### src/rtl/rgb2ycbcr_package.sv
`default_nettype none
// +-----------------------------------------------------------------------------
// | rgb2ycbcr_package -- pixel, YUYV pair types and stream geometry constants
// | Revision: 1.0
// +-----------------------------------------------------------------------------
package rgb2ycbcr_package;

  localparam int unsigned CHANNEL_WIDTH   = 8;
  localparam int unsigned NB_CHANNELS     = 3;
  localparam int unsigned NB_PAIRS        = 3;
  localparam int unsigned NB_PAIRS_PER_IN = 2;
  localparam int unsigned NB_BUF          = 4;

  // Y sits in the LSBs of each packed pixel.
  typedef struct packed {
    logic [CHANNEL_WIDTH-1:0] cr;
    logic [CHANNEL_WIDTH-1:0] cb;
    logic [CHANNEL_WIDTH-1:0] y;
  } ycbcr_struct;

  // LSB first: y0, cb, y1, cr.
  typedef struct packed {
    logic [CHANNEL_WIDTH-1:0] cr;
    logic [CHANNEL_WIDTH-1:0] y1;
    logic [CHANNEL_WIDTH-1:0] cb;
    logic [CHANNEL_WIDTH-1:0] y0;
  } yuyv_pair_struct;

endpackage
`default_nettype wire

### src/rtl/hwpe_stream_intf_stream.sv
`default_nettype none
// +-----------------------------------------------------------------------------
// | hwpe_stream_intf_stream -- valid/ready stream bundle with data and strobe
// | Revision: 1.0
// +-----------------------------------------------------------------------------
interface hwpe_stream_intf_stream #(
  parameter int unsigned DATA_WIDTH = 32,
  parameter int unsigned STRB_WIDTH = DATA_WIDTH / 8
);
  logic                  valid;
  logic                  ready;
  logic [DATA_WIDTH-1:0] data;
  logic [STRB_WIDTH-1:0] strb;

  modport source (output valid, output data, output strb, input ready);
  modport sink   (input valid, input data, input strb, output ready);
endinterface
`default_nettype wire

### src/rtl/ycbcr_pair_avg.sv
`default_nettype none
// +-----------------------------------------------------------------------------
// | ycbcr_pair_avg -- two YCbCr pixels to one YUYV pair (chroma averaged)
// | Macro HWPE_YCBCR422_ROUND_EN selects round-half-up instead of truncation.
// | Revision: 1.0
// +-----------------------------------------------------------------------------
module ycbcr_pair_avg
  import rgb2ycbcr_package::*;
(
  input  ycbcr_struct     pix0_i,
  input  ycbcr_struct     pix1_i,
  output yuyv_pair_struct pair_o
);

`ifdef HWPE_YCBCR422_ROUND_EN
  localparam logic [CHANNEL_WIDTH:0] ROUND_ADD = (CHANNEL_WIDTH+1)'(1);
`else
  localparam logic [CHANNEL_WIDTH:0] ROUND_ADD = '0;
`endif

  // One extra bit keeps the sum of two full-scale channels plus rounding exact.
  logic [CHANNEL_WIDTH:0] cb_sum;
  logic [CHANNEL_WIDTH:0] cr_sum;

  always_comb begin
    cb_sum    = {1'b0, pix0_i.cb} + {1'b0, pix1_i.cb} + ROUND_ADD;
    cr_sum    = {1'b0, pix0_i.cr} + {1'b0, pix1_i.cr} + ROUND_ADD;
    pair_o.y0 = pix0_i.y;
    pair_o.cb = CHANNEL_WIDTH'(cb_sum >> 1);
    pair_o.y1 = pix1_i.y;
    pair_o.cr = CHANNEL_WIDTH'(cr_sum >> 1);
  end

endmodule
`default_nettype wire

### src/rtl/hwpe_ycbcr422_packer.sv
`default_nettype none
// +-----------------------------------------------------------------------------
// | hwpe_ycbcr422_packer -- 4 YCbCr pixels/beat in, 3 YUYV pairs/beat out
// | Macro HWPE_YCBCR422_ROUND_EN (in ycbcr_pair_avg) selects rounded chroma.
// | Revision: 1.0
// +-----------------------------------------------------------------------------
module hwpe_ycbcr422_packer
  import rgb2ycbcr_package::*;
#(
  parameter int unsigned STREAM_WIDTH = 96
) (
  input logic                    clk_i,
  input logic                    rst_ni,
  input logic                    clear_i,
  hwpe_stream_intf_stream.sink   ycbcr,
  hwpe_stream_intf_stream.source yuyv
);

  localparam int unsigned PIX_WIDTH = CHANNEL_WIDTH * NB_CHANNELS;
  localparam int unsigned NB_DATA   = STREAM_WIDTH / PIX_WIDTH;

  if (STREAM_WIDTH != 12 * CHANNEL_WIDTH) begin : g_width_check
    $error("hwpe_ycbcr422_packer: STREAM_WIDTH must equal 12*CHANNEL_WIDTH");
  end

  ycbcr_struct     pix      [NB_DATA];
  yuyv_pair_struct pair_new [NB_PAIRS_PER_IN];
  yuyv_pair_struct pair_q   [NB_BUF];
  yuyv_pair_struct pair_d   [NB_BUF];
  logic [2:0]      count_q;
  logic [2:0]      count_d;
  logic [2:0]      remain;
  logic            out_valid;
  logic            in_ready;
  logic            in_fire;
  logic            out_fire;

  for (genvar i = 0; i < NB_DATA; i++) begin : g_unpack
    assign pix[i] = ycbcr.data[i*PIX_WIDTH +: PIX_WIDTH];
  end

  for (genvar k = 0; k < NB_PAIRS_PER_IN; k++) begin : g_pair
    ycbcr_pair_avg u_avg (
      .pix0_i (pix[2*k]),
      .pix1_i (pix[2*k+1]),
      .pair_o (pair_new[k])
    );
  end

  // Handshake signals depend only on the registered count and downstream ready.
  assign out_valid   = (count_q >= 3'(NB_PAIRS));
  assign in_ready    = (count_q <= 3'(NB_PAIRS - 1)) | yuyv.ready;
  assign in_fire     = ycbcr.valid & in_ready;
  assign out_fire    = out_valid & yuyv.ready;

  assign ycbcr.ready = in_ready;
  assign yuyv.valid  = out_valid;
  assign yuyv.data   = {pair_q[2], pair_q[1], pair_q[0]};
  assign yuyv.strb   = '1;

  // Entry 0 is always the oldest pair; a pop moves the single survivor down.
  always_comb begin
    pair_d = pair_q;
    remain = count_q;
    if (out_fire) begin
      remain    = count_q - 3'(NB_PAIRS);
      pair_d[0] = pair_q[NB_BUF-1];
      for (int i = 1; i < NB_BUF; i++) begin
        pair_d[i] = '0;
      end
    end
    if (in_fire) begin
      for (int i = 0; i < NB_BUF; i++) begin
        if (3'(i) == remain)        pair_d[i] = pair_new[0];
        if (3'(i) == remain + 3'd1) pair_d[i] = pair_new[1];
      end
    end
    count_d = remain + (in_fire ? 3'(NB_PAIRS_PER_IN) : 3'd0);
    if (clear_i) begin
      count_d = '0;
      for (int i = 0; i < NB_BUF; i++) begin
        pair_d[i] = '0;
      end
    end
  end

  always_ff @(posedge clk_i or negedge rst_ni) begin
    if (!rst_ni) begin
      count_q <= '0;
      pair_q  <= '{default: '0};
    end else begin
      count_q <= count_d;
      pair_q  <= pair_d;
    end
  end

endmodule
`default_nettype wire

### src/flat_wrapper.sv
// flat-port wrapper written by rule: the top's interface ports become plain ports
module hwpe_ycbcr422_packer_flat import rgb2ycbcr_package::*;
#(
  parameter int unsigned STREAM_WIDTH = 96
)
  (clk_i, rst_ni, clear_i, ycbcr_valid, ycbcr_data, ycbcr_strb, ycbcr_ready, yuyv_valid, yuyv_data, yuyv_strb, yuyv_ready);
  hwpe_stream_intf_stream #(.DATA_WIDTH(96)) ycbcr_i ();
  hwpe_stream_intf_stream #(.DATA_WIDTH(96)) yuyv_i ();
  input logic clk_i;
  input logic rst_ni;
  input logic clear_i;
  input wire logic [$bits(ycbcr_i.valid)-1:0] ycbcr_valid;
  input wire logic [$bits(ycbcr_i.data)-1:0] ycbcr_data;
  input wire logic [$bits(ycbcr_i.strb)-1:0] ycbcr_strb;
  output wire logic [$bits(ycbcr_i.ready)-1:0] ycbcr_ready;
  output wire logic [$bits(yuyv_i.valid)-1:0] yuyv_valid;
  output wire logic [$bits(yuyv_i.data)-1:0] yuyv_data;
  output wire logic [$bits(yuyv_i.strb)-1:0] yuyv_strb;
  input wire logic [$bits(yuyv_i.ready)-1:0] yuyv_ready;
  assign ycbcr_i.valid = ycbcr_valid;
  assign ycbcr_i.data = ycbcr_data;
  assign ycbcr_i.strb = ycbcr_strb;
  assign ycbcr_ready = ycbcr_i.ready;
  assign yuyv_valid = yuyv_i.valid;
  assign yuyv_data = yuyv_i.data;
  assign yuyv_strb = yuyv_i.strb;
  assign yuyv_i.ready = yuyv_ready;
  hwpe_ycbcr422_packer #(.STREAM_WIDTH(STREAM_WIDTH)) u_core (.clk_i(clk_i), .rst_ni(rst_ni), .clear_i(clear_i), .ycbcr(ycbcr_i), .yuyv(yuyv_i));
endmodule
### config.mk
export PLATFORM = sky130hd
export DESIGN_NAME = hwpe_ycbcr422_packer_flat
export DESIGN_NICKNAME = d
export VERILOG_FILES = /design/src/rtl/rgb2ycbcr_package.sv /design/src/rtl/hwpe_stream_intf_stream.sv /design/src/rtl/ycbcr_pair_avg.sv /design/src/rtl/hwpe_ycbcr422_packer.sv /design/src/flat_wrapper.sv
export SDC_FILE = /design/constraint.sdc
export NUM_CORES = 1
export LEC_CHECK = 0
export CORE_MARGIN = 2
export CORE_UTILIZATION = 28
export CTS_BUF_LIST = sky130_fd_sc_hd__clkbuf_4 sky130_fd_sc_hd__clkbuf_8 sky130_fd_sc_hd__clkbuf_16
export CTS_CLUSTER_SIZE = 16
export DETAILED_ROUTE_END_ITERATION = 8
export GPL_ROUTABILITY_DRIVEN = 0
export SYNTH_ARGS = -nofsm -noshare
export SYNTH_HDL_FRONTEND = slang
export SYNTH_SLANG_ARGS = --single-unit
### constraint.sdc
create_clock -name clk_i -period 5.1 [get_ports clk_i]
set_input_delay 0.765 -clock clk_i [delete_from_list [all_inputs] [get_ports clk_i]]
set_output_delay 0.765 -clock clk_i [all_outputs]
set_load 0.01 [all_outputs]
# Word-level counts from Yosys, hierarchy flattened
# Cells that the tools add are included.
# op_classes
add_sub_neg,7
order_cmp,2
n_eq_ne,6
muxes,14
n_bitwise,3
reduce_logical,2
# op_table
operator,n
128-bit 2-to-1 mux,3
32-bit 2-to-1 mux,8
8-bit by 8-bit adder with 9-bit output,4
2-bit by 3-bit == test with 1-bit output (first input constant),4
1-bit by 3-bit == test with 1-bit output (first input constant),2
3-bit zero test,2
3-bit 2-to-1 mux,2
3-bit by 1-bit adder with 3-bit output (second input constant),1
3-bit adder,1
3-bit by 2-bit greater-or-equal comparator with 1-bit output (second input constant),1
3-bit by 2-bit <= comparator with 1-bit output (second input constant),1
3-bit by 2-bit subtractor with 3-bit output (second input constant),1
1-bit bitwise AND,2
2-bit 2-to-1 mux,1
1-bit OR,1
# totals
regBits,131
input_bits,113
out_inout_bits,110
elab_cells,51

# Longest topological paths before layout
# Gate-level depths: netlist of run 1.
# depth
word_depth,8
ltp_mapped,11
mapped_depth_nobuf,9

# Hierarchy
# Synthesis of run 1 repeated with hierarchy kept, for this count alone.
# unflattened
cells_unflattened,1129
area_unflattened_um2,10221.1
# by_module_without_submodules
mod,n_inst,cells_per_inst,area_each_um2
hwpe_ycbcr422_packer,1,931,8709.6
ycbcr_pair_avg,2,99,755.7

# Worst setup path before layout of run 1
# OpenSTA, ideal clock, no wires.
# synth_timing
path_type,in2reg
from,input port ycbcr_data[60]
to,register u_core.pair_q[13] (netlist name)
t_arrival_ns,2.441
required_ns,4.996
path_slack_ns,2.555
path_stages,8
n_path_buf,1
cell_sequence,ha_1 clkbuf_1 or4b_2 o2111ai_1 a211oi_1 nand2_1 o21ai_0 a221oi_1
# synth_rtl
item,line_no,source
"start, declared",flat_wrapper.sv:13,input wire logic [$bits(ycbcr_i.data)-1:0] ycbcr_data;
"end signal, assigned",hwpe_ycbcr422_packer.sv:93,pair_q <= pair_d;
"end, declared",hwpe_ycbcr422_packer.sv:28,yuyv_pair_struct pair_q [NB_BUF];

==> impl_results.md, run 1 <==
* Status: completed
* Cell Area, Synth at 8969 um^2
* Endpoint class of the critical path: flip-flop
* Final core occ at between 30% and 40%
* Reg2reg path depth at 9
* CP cell instances: clkdlybuf4s50_1, inv_1, o21ai_1, nand2_1, clkinv_2, buf_12, nand2_1, buf_4, o22ai_1, a211oi_1
* # DRC at 0
* Gate count of the mapped netlist at around 980
* Post-synth ARST share at between 90% and 100%
* Slew HR at 26.60%
* Sequential Power Share at ~30%
* Worst Skew at ~0.014 ns
* Maxcap violations at 0
* Initial Util at 28.42%
* First-pass GRT wire length at between 40 and 50 mm
* Clock period minus worst slack at between 3 and 4 ns
* Post-DP HPWL at ~21 mm
* Layout area overhead at 24.18%
* Largest net degree at the start of global routing at 100
* First drt pass iteration count at 5
* Syn Area/Cell at a little over 9 um^2
* CTS Buffer Depth at 2
* Antenna cells at 0
* Setup violations, final at 0
* Setup tns final at 0 ns
* Die height at 183.0 um
* Reg clk slew, reported paths at around 0.070 ns
* Final period util at roughly two thirds
* Setup repair bufs after CTS at 0
* DRT Wirelength at between 30 and 40 mm
* Place WS at approximately 1.3 ns
* Clock power share at between 20% and 30%
* Levels on crit path at 10
* Critical Path AT at between 3 and 4 ns
* H-Tree Level Count at 4
* Synth area leaders: dfrtp_1, buf_4, a221oi_1, o22ai_1, nand2_1
* Nets at ~1200
* Vias at 8036
* Combinational fraction of design power at approximately 44%
* Final Hold Fails at 0
* Root buffer cell: clkbuf_16
* Initial DRC count at ~710
* Switch share at just under 40%
* DRT met1 WL at between 10 and 15 mm
* Synth area leader: dfrtp_1
* Post-cts sizing count at 0
* Initial antenna violation count at 0
* Most frequent cells in the layout: clkdlybuf4s50_1, dfrtp_1, nand2_1, a221oi_1, o22ai_1
* Worst-Margin Slew at 1.101 ns
* P_sw at roughly 1900 uW
* Worst ir drop on vdd at 0.0002803 V
* Pint at 3012 uW
* Hold bufs inserted after CTS at 0
* Pwr dens at roughly 440 nW/um^2
* Total Power at between 4000 and 5000 uW
* Ys flop type: dfrtp_1
* DR WL/cell at roughly 21 um
* PortBufs at between 150 and 200
* Top cell type's share of synthesized area at around 37%
* Highest Signal Layer: met4
* GRT Total Usage at 18.12%
* RSZ-0062 raised after global routing: no
* Grt ovf at 0
* CP max stage cell: clkdlybuf4s50_1
* Pins Over Slew Limit at 0
* WP buf/inv at 5
* DR vias/cell at ~5.5
* Top Ports at approximately 220
* Achievable Freq at about 290 MHz
* Die W at roughly 180 um
* Worst EP required at 5.38 ns
* Number of synthesized register bits at roughly 130
* Seq/Total Area, Yosys at 36.55%
* CP Max Fanout at 99
* Hold crit path type: in2async
* Slowest stage delay, CP at 0.79 ns
* Std cell rows at 65
* CTS Buf Count at 17
* Clock Latency Late Sink at roughly 0.43 ns
* Full die area at approximately 33000 um^2
* Commonest non-fill, non-tap cell in the layout: clkdlybuf4s50_1
* Number of global-route vias before repair at slightly below 8000
* Leakage at approximately 0.0046 uW
* Post-synth EDFFs at 0
* Yosys Warn Count at 0
* Post-route ant nets at 0
* WL met3 at between 2 and 2.5 mm
* Setup WS post-layout at 1.660 ns
* Crit path max-delay family: buffers and inverters
* Core ar. at 31560 um^2
* Count of different cell masters after synthesis at 61
* Sinks on Clock Net at between 100 and 150
* Met2 Routed Length at ~14 mm
* Worst Setup Start Kind: input pin
* CTS tree: yes
* Critical path's most frequent cell: nand2_1
* Share of cells above drive strength 1 at 8.317%
* Critical path class: in2reg
==> stage by stage <==
stage          hold slack (ns)  instance area, um^2  std cells
5_1_grt                 0.5096                11140       1448
2_1_floorplan           0.4694                 9010        987
3_3_place_gp            0.5100                10520       1416
3_5_place_dp            0.5178                10520       1416
4_1_cts                 0.4909                11140       1448
6_report                0.4408                11140       1448
==> logic make-up after synthesis <==
kind of cell	Yosys count	synth area share, %
buffers and inverters	208	13.80
adder cells (fa/ha/maj)	36	5.357
AO/OA/AOI/OAI	327	26.94
XOR/XNOR	20	1.953
flip-flops	131	36.55
multiplexers	34	3.809
other	1	0.04181
AND/OR/NAND/NOR	219	11.55
==> worst paths after layout <==
| path | start | end | slack, ns |
|---|---|---|---|
| max in group asynchronous | rst_ni | u_core.count_q[0]$_DFF_PN0_ | 3.55 |
| max reg2reg | u_core.count_q[0]$_DFF_PN0_ | u_core.yuyv.data[24]$_DFF_PN0_ | 1.91 |
| min | rst_ni | u_core.yuyv.data[55]$_DFF_PN0_ | 0.44 |
| min in group clk_i | u_core.pair_q[9]$_DFF_PN0_ | u_core.pair_q[9]$_DFF_PN0_ | 0.53 |
| min reg2reg | u_core.pair_q[9]$_DFF_PN0_ | u_core.pair_q[9]$_DFF_PN0_ | 0.53 |
| max | yuyv_ready | u_core.yuyv.data[21]$_DFF_PN0_ | 1.66 |
==> synth_stat cells (11+ instances only) <==
library cell  count
a211oi_1         31
nor2_1           20
a221oi_1         93
buf_4           111
ha_1             32
inv_1            17
a21oi_1          26
mux2i_1          33
dfrtp_1         131
a22o_1           15
clkbuf_1         52
xnor2_1          11
buf_2            20
o21ai_0          18
nand2_1         128
o22ai_1          90
==> worst register-to-register path, delay by kind of cell (launching register included) <==
family	cells	cell delay, ns
DFF	1	0.47
adders and majority gates	2	0.47
and+or+nand+nor	2	0.87
AOI/OAI and AO/OA	4	0.93
buffers and inverters	1	0.29
==> power by group through the flow <==
| stage | registers (uW) | logic (uW) | clock network, uW |
|---|---|---|---|
| 6_report | 1460 | 2180 | 1310 |
| 5_1_grt | 1490 | 2350 | 1380 |
| 4_1_cts | 1460 | 2170 | 1330 |
| 3_5_place_dp | 1470 | 2160 | 0 |
| 3_3_place_gp | 1470 | 2140 | 0 |
| 2_1_floorplan | 1410 | 1500 | 0 |
==> layout make-up <==
cell class | count | area, um^2
multi-input combinational | 648 | 4522
clock buffer | 17 | 425.4
clock inverter | 15 | 195.2
timing repair buffer | 216 | 2141
tap | 402 | 503.0
sequential | 131 | 3278
fill | 3214 | 20420
inverter | 19 | 72.57
==> state kept, by name, indices dropped and copies added (netlist names) <==
name              flops
u_core.yuyv.data     96
u_core.pair_q        32
u_core.count_q        3
==> layer usage <==
layer / global-route usage, % / vias up
met5: 0 / -
met4: 5.056 / 0
met3: 5.302 / 38
met2: 28.85 / 276
met1: 23.95 / 4023
li1: - / 3699
No activity file was read; power rests on OpenSTA's default activity.
==> inputs of run 2 (changes only) <==
==> constraint.sdc (replaced) <==
create_clock -name clk_i -period 3.2 [get_ports clk_i]
set_input_delay 0.48 -clock clk_i [delete_from_list [all_inputs] [get_ports clk_i]]
set_output_delay 0.48 -clock clk_i [all_outputs]
set_load 0.01 [all_outputs]
==> run 2 against run 1 <==
- critical path depth fell by 1
- via count increased by 0.26%
- die area unchanged
- flip-flop and latch count stayed put
- final cell count grew 1.6%
- routed wire length down 0.65%
- hold slack got worse by 0.36 ns
- register-to-register slack got worse by 1.7 ns
- non-clock buffer count rose by 23
==> impl_results.md, run 2 (synthesis gave the netlist of run 1 again) <==
* Status: completed
* Nets at 1205 (+1.9%)
* Initial DRC count at 697 (-2.0%)
* H-Tree Level Count at 4 (unchanged)
* Sequential Power Share at 29.2% (-0.3 points)
* Pins Over Slew Limit at 0 (unchanged)
* # DRC at 0 (unchanged)
* Pint at 4952 uW (+64%)
* Sinks on Clock Net at 131 (unchanged)
* Critical path's most frequent cell: ha_1
* DR vias/cell at 5.477 (-1.3%)
* DRT Wirelength at 30.49 mm (-0.65%)
* Layout area overhead at 26.67%
* CTS Buf Count at 17 (unchanged)
* PortBufs at 198 (unchanged)
* Post-cts sizing count at 0 (unchanged)
* Reg2reg path depth at 9 (unchanged)
* Worst Setup Start Kind: flip-flop
* Worst R2R End: u_core.yuyv.data[89]$_DFF_PN0_
* Top Ports at 223 (unchanged)
* Reg clk slew, reported paths at 0.06 ns (about the same)
* Final Hold Fails at 0 (unchanged)
* Clock power share at 25.7% (-0.8 points)
* Largest register FFs at 96 (unchanged)
* Worst ir drop on vdd at 0.0003123 V (+11%)
* Slew HR at 51.43% (+25 points)
* Final period util at a little over nine tenths
* Clock period minus worst slack at between 2 and 3 ns
* Setup tns final at 0 ns (unchanged)
* CP max stage cell: or3_2
* Post-DP HPWL at 21.32 mm (+3.0%)
* RSZ-0062 raised after global routing: no
* Number of global-route vias before repair at 7952 (+0.94%)
* Combinational fraction of design power at 45.1% (+1.1 points)
* CTS tree: yes
* Critical path class: reg2reg
* Post-route ant nets at 0 (unchanged)
* Full die area at 33480 um^2 (unchanged)
* Maxcap violations at 0 (unchanged)
* GRT Total Usage at 17.99% (-0.13 points)
* Slowest stage delay, CP at 0.50 ns (-0.29 ns)
* Critical Path AT at 3.26 ns (-0.46 ns)
* Commonest non-fill, non-tap cell in the layout: clkdlybuf4s50_1
* CP cell instances: ha_1, ha_1, o21a_2, o21ai_4, inv_2, or3_2, buf_4, o22ai_1, a221oi_1
* Initial antenna violation count at 1 (+1)
* Final core occ at 36.00% (+0.71 points)
* Setup repair bufs after CTS at 0 (unchanged)
* Hold bufs inserted after CTS at 0 (unchanged)
* Grt ovf at 0 (unchanged)
* Setup violations, final at 0 (unchanged)
* Largest net degree at the start of global routing at 72 (-28%)
* Switch share at 37.66% (-1.4 points)
* Achievable Freq at between 300 and 400 MHz
* First-pass GRT wire length at 46.89 mm (-0.70%)
* Std cell rows at 65 (unchanged)
* Worst-Margin Slew at 0.7286 ns (-0.3725 ns)
* P_sw at 2992 uW (+55%)
* Endpoint class of the critical path: flip-flop
* Initial Util at 28.42% (unchanged)
* R2R Setup Slk at 0.20 ns (-1.71 ns)
* Worst Skew at 0.01326 ns (-0.0007574 ns)
* Most frequent cells in the layout: clkdlybuf4s50_1, dfrtp_1, nand2_1, a221oi_1, o22ai_1
* Share of cells above drive strength 1 at 10.21% (+1.9 points)
* Leakage at 0.004737 uW (+2.8%)
* RR Startpoint: u_core.count_q[1]$_DFF_PN0_
* First drt pass iteration count at 5 (unchanged)
* Hold crit path type: in2async
* Die W at 183.0 um (unchanged)
* CP Max Fanout at 34 (-66%)
* Pwr dens at 699.3 nW/um^2 (+57%)
* DR WL/cell at 20.73 um (-2.2%)
* Vias at 8057 (+0.26%)
* CTS Buffer Depth at 2 (unchanged)
* Root buffer cell: clkbuf_16
* Clock Latency Late Sink at 0.42 ns (about the same)
* Hold_ws at 0.08405 ns (-0.3567 ns)
* Core ar. at 31560 um^2 (unchanged)
* Die height at 183.0 um (unchanged)
* Worst EP required at 3.47 ns (-1.91 ns)
## run 2: cell types whose count changed in the layout (fill, tap and decap cells not counted), moves of 2 or more
cell,before,now
buf_12,2,6
inv_6,4,1
clkinv_4,5,3
buf_4,17,36
clkbuf_8,0,3
## run 2: stage by stage
| step | cell area, um^2 | instances | power [uW] | setup WS, ns |
|---|---|---|---|---|
| 6_report | 11360 | 1471 | 7945 | 0.2037 |
| 5_1_grt | 11360 | 1471 | 8399 | 0.1027 |
| 4_1_cts | 11360 | 1470 | 7986 | 0.2579 |
| 3_5_place_dp | 10740 | 1439 | 5909 | 0.2205 |
| 3_3_place_gp | 10740 | 1439 | 5876 | 0.2578 |
| 2_1_floorplan | 9010 | 987 | 4642 | 0.7780 |
## run 2: final cells by class
| class | instances | area, um^2 |
|---|---|---|
| sequential | 131 | 3278 |
| multi-input combinational | 648 | 4522 |
| inverter | 19 | 72.57 |
| antenna | 1 | 2.502 |
| clock buffer | 20 | 466.7 |
| tap | 402 | 503.0 |
| fill | 3174 | 20190 |
| timing repair buffer | 239 | 2364 |
| clock inverter | 11 | 152.6 |
## run 2: layer usage
metal | wire length [um] | global-route usage, %
met1 | 13090 | 23.56
met2 | 14440 | 29.05
met3 | 2482 | 5.441
met4 | 480 | 4.416
met5 | 0 | 0
## run 2: how the worst max path moves through the flow
stage	end	cells after the start	slack (ns)	startpoint
floorplan	u_core.yuyv.data[35]$_DFF_PN0_	10	0.78	u_core.count_q[0]$_DFF_PN0_
global placement	u_core.yuyv.data[61]$_DFF_PN0_	9	0.26	ycbcr_data[16]
detailed placement	u_core.yuyv.data[26]$_DFF_PN0_	8	0.22	yuyv_ready
CTS	u_core.yuyv.data[89]$_DFF_PN0_	9	0.26	u_core.count_q[1]$_DFF_PN0_
global route	u_core.yuyv.data[91]$_DFF_PN0_	9	0.10	u_core.count_q[0]$_DFF_PN0_
finish	u_core.yuyv.data[89]$_DFF_PN0_	9	0.20	u_core.count_q[1]$_DFF_PN0_
## run 2: power groups by stage
stage	clock network (uW)	registers, uW	logic, uW
2_1_floorplan	0	2250	2390
3_3_place_gp	0	2340	3540
3_5_place_dp	0	2350	3560
4_1_cts	2080	2320	3580
5_1_grt	2170	2370	3860
6_report	2050	2320	3580
## run 2: critical path, delay by kind of cell, from the launching register on
family | cells | cell delay [ns]
AO/OA/AOI/OAI | 4 | 0.96
AND/OR/NAND/NOR | 1 | 0.50
flip-flops | 1 | 0.48
adder cells (fa/ha/maj) | 2 | 0.48
buffers and inverters | 2 | 0.43
==> inputs of run 3 (changes only) <==
--- a/config.mk
+++ b/config.mk
@@ -5,7 +5,7 @@
 export SDC_FILE = /design/constraint.sdc
 export NUM_CORES = 1
 export LEC_CHECK = 0
-export CORE_MARGIN = 2
+export CORE_MARGIN = 1
 export CORE_UTILIZATION = 28
 export CTS_BUF_LIST = sky130_fd_sc_hd__clkbuf_4 sky130_fd_sc_hd__clkbuf_8 sky130_fd_sc_hd__clkbuf_16
 export CTS_CLUSTER_SIZE = 16
==> run 3 against run 2 <==
- critical path depth shrank 1
- first-iteration DRC count grew 16%
- via count rose by 0.87%
- final cell count unchanged
- largest power group unchanged
==> impl_results.md, run 3 (synthesis gave the netlist of run 1 again) <==
* Maxcap violations at 0 (unchanged)
* Worst ir drop on vdd at 0.0004174 V (+34%)
* Status: completed
* Die height at 181.0 um (-1.1%)
* Reg clk slew, reported paths at 0.06 ns (about the same)
* DRT Wirelength at 30.72 mm (+0.75%)
* DR vias/cell at 5.525 (+0.87%)
* Std cell rows at 65 (unchanged)
* Total Power at 8016 uW (+0.90%)
* Initial Util at 28.42% (unchanged)
* Critical path's most frequent cell: ha_1
* First-pass GRT wire length at 47.76 mm (+1.9%)
* Clock Latency Late Sink at 0.43 ns (about the same)
* Sequential Power Share at 29.1% (about the same)
* Crit path max-delay family: compound AO/OA/AOI/OAI gates
* Post-DP HPWL at 20.96 mm (-1.7%)
* Number of global-route vias before repair at 8141 (+2.4%)
* Clock power share at 25.9% (+0.2 points)
* Worst Skew at 0.01694 ns (+0.003675 ns)
* Initial antenna violation count at 0 (-1)
* Leakage at 0.004730 uW (-0.14%)
* Pint at 4935 uW (-0.35%)
* GRT Total Usage at 18.65% (+0.66 points)
* Clock period minus worst slack at 2.887 ns (-0.1097 ns)
* Switch share at 38.43% (+0.77 points)
* Setup repair bufs after CTS at 0 (unchanged)
* Core ar. at 31560 um^2 (unchanged)
* Combinational fraction of design power at 45.0% (about the same)
* Layout area overhead at 26.62% (about the same)
* Slowest stage delay, CP at 0.47 ns (-0.03 ns)
* Critical Path End: u_core.yuyv.data[33]$_DFF_PN0_
* Setup tns final at 0 ns (unchanged)
* # DRC at 0 (unchanged)
* Place WS at 0.2581 ns (+0.03767 ns)
* Top Ports at 223 (unchanged)
* Antenna cells at 0 (-1)
* Achievable Freq at 346.4 MHz (+3.8%)
* DR WL/cell at 20.88 um (+0.75%)
* Initial DRC count at 808 (+16%)
* CTS tree: yes
* Commonest non-fill, non-tap cell in the layout: clkdlybuf4s50_1
* Hold crit path type: in2async
* Critical Path AT at 3.14 ns (-0.12 ns)
* H-Tree Level Count at 4 (unchanged)
* Worst EP required at 3.46 ns (about the same)
* Worst Setup Start Kind: flip-flop
* Post-route ant nets at 0 (unchanged)
* Setup WS post-layout at 0.3133 ns (+0.1097 ns)
* Worst R2R End: u_core.yuyv.data[33]$_DFF_PN0_
* CP max stage cell: dfrtp_1
* Post-cts sizing count at 0 (unchanged)
* Pins Over Slew Limit at 0 (unchanged)
* Reg2reg path depth at 8 (-1)
* Pwr dens at 705.9 nW/um^2 (+0.94%)
* Largest register FFs at 96 (unchanged)
* RSZ-0062 raised after global routing: no
* Largest net degree at the start of global routing at 75 (+4.2%)
* WP buf/inv at 1 (-1)
* Levels on crit path at 8 (-1)
* CP startpoint: u_core.count_q[0]$_DFF_PN0_
* Root buffer cell: clkbuf_16
* CTS Buf Count at 17 (unchanged)
* PortBufs at 198 (unchanged)
* CTS Buffer Depth at 2 (unchanged)
* Die W at 181.0 um (-1.1%)
* Endpoint class of the critical path: flip-flop
* P_sw at 3081 uW (+3.0%)
* Worst-Margin Slew at 0.7347 ns (+0.006100 ns)
* Final period util at 90.21% (-3.4 points)
* Vias at 8127 (+0.87%)
* RR Startpoint: u_core.count_q[0]$_DFF_PN0_
* Sinks on Clock Net at 131 (unchanged)
* Full die area at 32750 um^2 (-2.2%)
* Hold bufs inserted after CTS at 0 (unchanged)
* Setup violations, final at 0 (unchanged)
* # fillers at 3238 (+2.0%)
* CP Max Fanout at 37 (+8.8%)
* Nets at 1205 (unchanged)
* Final Hold Fails at 0 (unchanged)
* R2R Setup Slk at 0.31 ns (+0.11 ns)
* Critical path class: reg2reg
* Slew HR at 51.02% (-0.41 points)
* Share of cells above drive strength 1 at 10.10% (-0.10 points)
* Grt ovf at 0 (unchanged)
* CP cell instances: ha_1, ha_1, a211o_2, o211a_2, or3_2, buf_12, o22ai_1, a221oi_1
* First drt pass iteration count at 4 (-1)
* Most frequent cells in the layout: clkdlybuf4s50_1, dfrtp_1, nand2_1, a221oi_1, o22ai_1
==> run 3: cell count changes in the layout (fill, tap and decap cells not counted), moves of 2 or more <==
cell / previous run / this run
nand3_2: 3 / 1
nand3_1: 4 / 6
clkbuf_4: 0 / 2
clkbuf_8: 3 / 0
inv_6: 1 / 4
clkinv_2: 2 / 0
clkinv_4: 3 / 1
==> run 3: power groups by stage <==
stage	Combinational (uW)	Clock [uW]	Sequential, uW
global route	3880	2180	2380
global placement	3550	0	2350
detailed placement	3570	0	2360
CTS	3590	2110	2340
finish	3610	2080	2330
floorplan	2390	0	2250
==> run 3: layout make-up <==
cell class	count	area, um^2	area share (%)
flip-flops and latches	131	3278	28.87
inverters	19	71.32	0.6280
clock inverters	13	175.2	1.543
repair buffers	239	2376	20.92
clock buffers	19	440.4	3.878
well taps	402	503.0	4.429
multi-input cells	648	4512	39.73
==> run 3: worst min path at each step <==
| stage | startpoint | to | slack, ns | depth (start not counted) |
|---|---|---|---|---|
| CTS | rst_ni | u_core.yuyv.data[69]$_DFF_PN0_ | 0.12 | 1 |
| floorplan | rst_ni | u_core.count_q[0]$_DFF_PN0_ | 0.18 | 0 |
| global route | rst_ni | u_core.yuyv.data[55]$_DFF_PN0_ | 0.14 | 1 |
| global placement | u_core.pair_q[9]$_DFF_PN0_ | u_core.pair_q[9]$_DFF_PN0_ | 0.51 | 2 |
| detailed placement | u_core.pair_q[25]$_DFF_PN0_ | u_core.pair_q[25]$_DFF_PN0_ | 0.52 | 2 |
| finish | rst_ni | u_core.yuyv.data[55]$_DFF_PN0_ | 0.09 | 1 |
==> run 3: metrics by stage <==
stage                     cells  hold slack (ns)  util [%]  area [um^2]
after floorplan             987           0.1844         -         9010
after global placement     1439           0.5079     34.04        10740
after detailed placement   1439           0.5205     34.04        10740
after CTS                  1471           0.1247     35.99        11360
after global routing       1471           0.1421     35.99        11360
final                      1471          0.09296     35.99        11360
==> run 3: layer usage <==
layer	vias up	track usage [%]	share of wire [%]	wire length, um
met3	37	4.878	7.3	2245
met2	315	28.60	45	13770
met5	-	0	0	0
met1	4021	24.99	45	13860
met4	0	7.186	2.7	840
li1	3754	-	-	-
==> run 3: worst reg2reg max path: stages, from the launching register on <==
cell	delay, ns
dfrtp_1	0.47
ha_1	0.24
ha_1	0.23
a211o_2	0.41
o211a_2	0.20
or3_2	0.48
buf_12	0.21
o22ai_1	0.34
a221oi_1	0.16
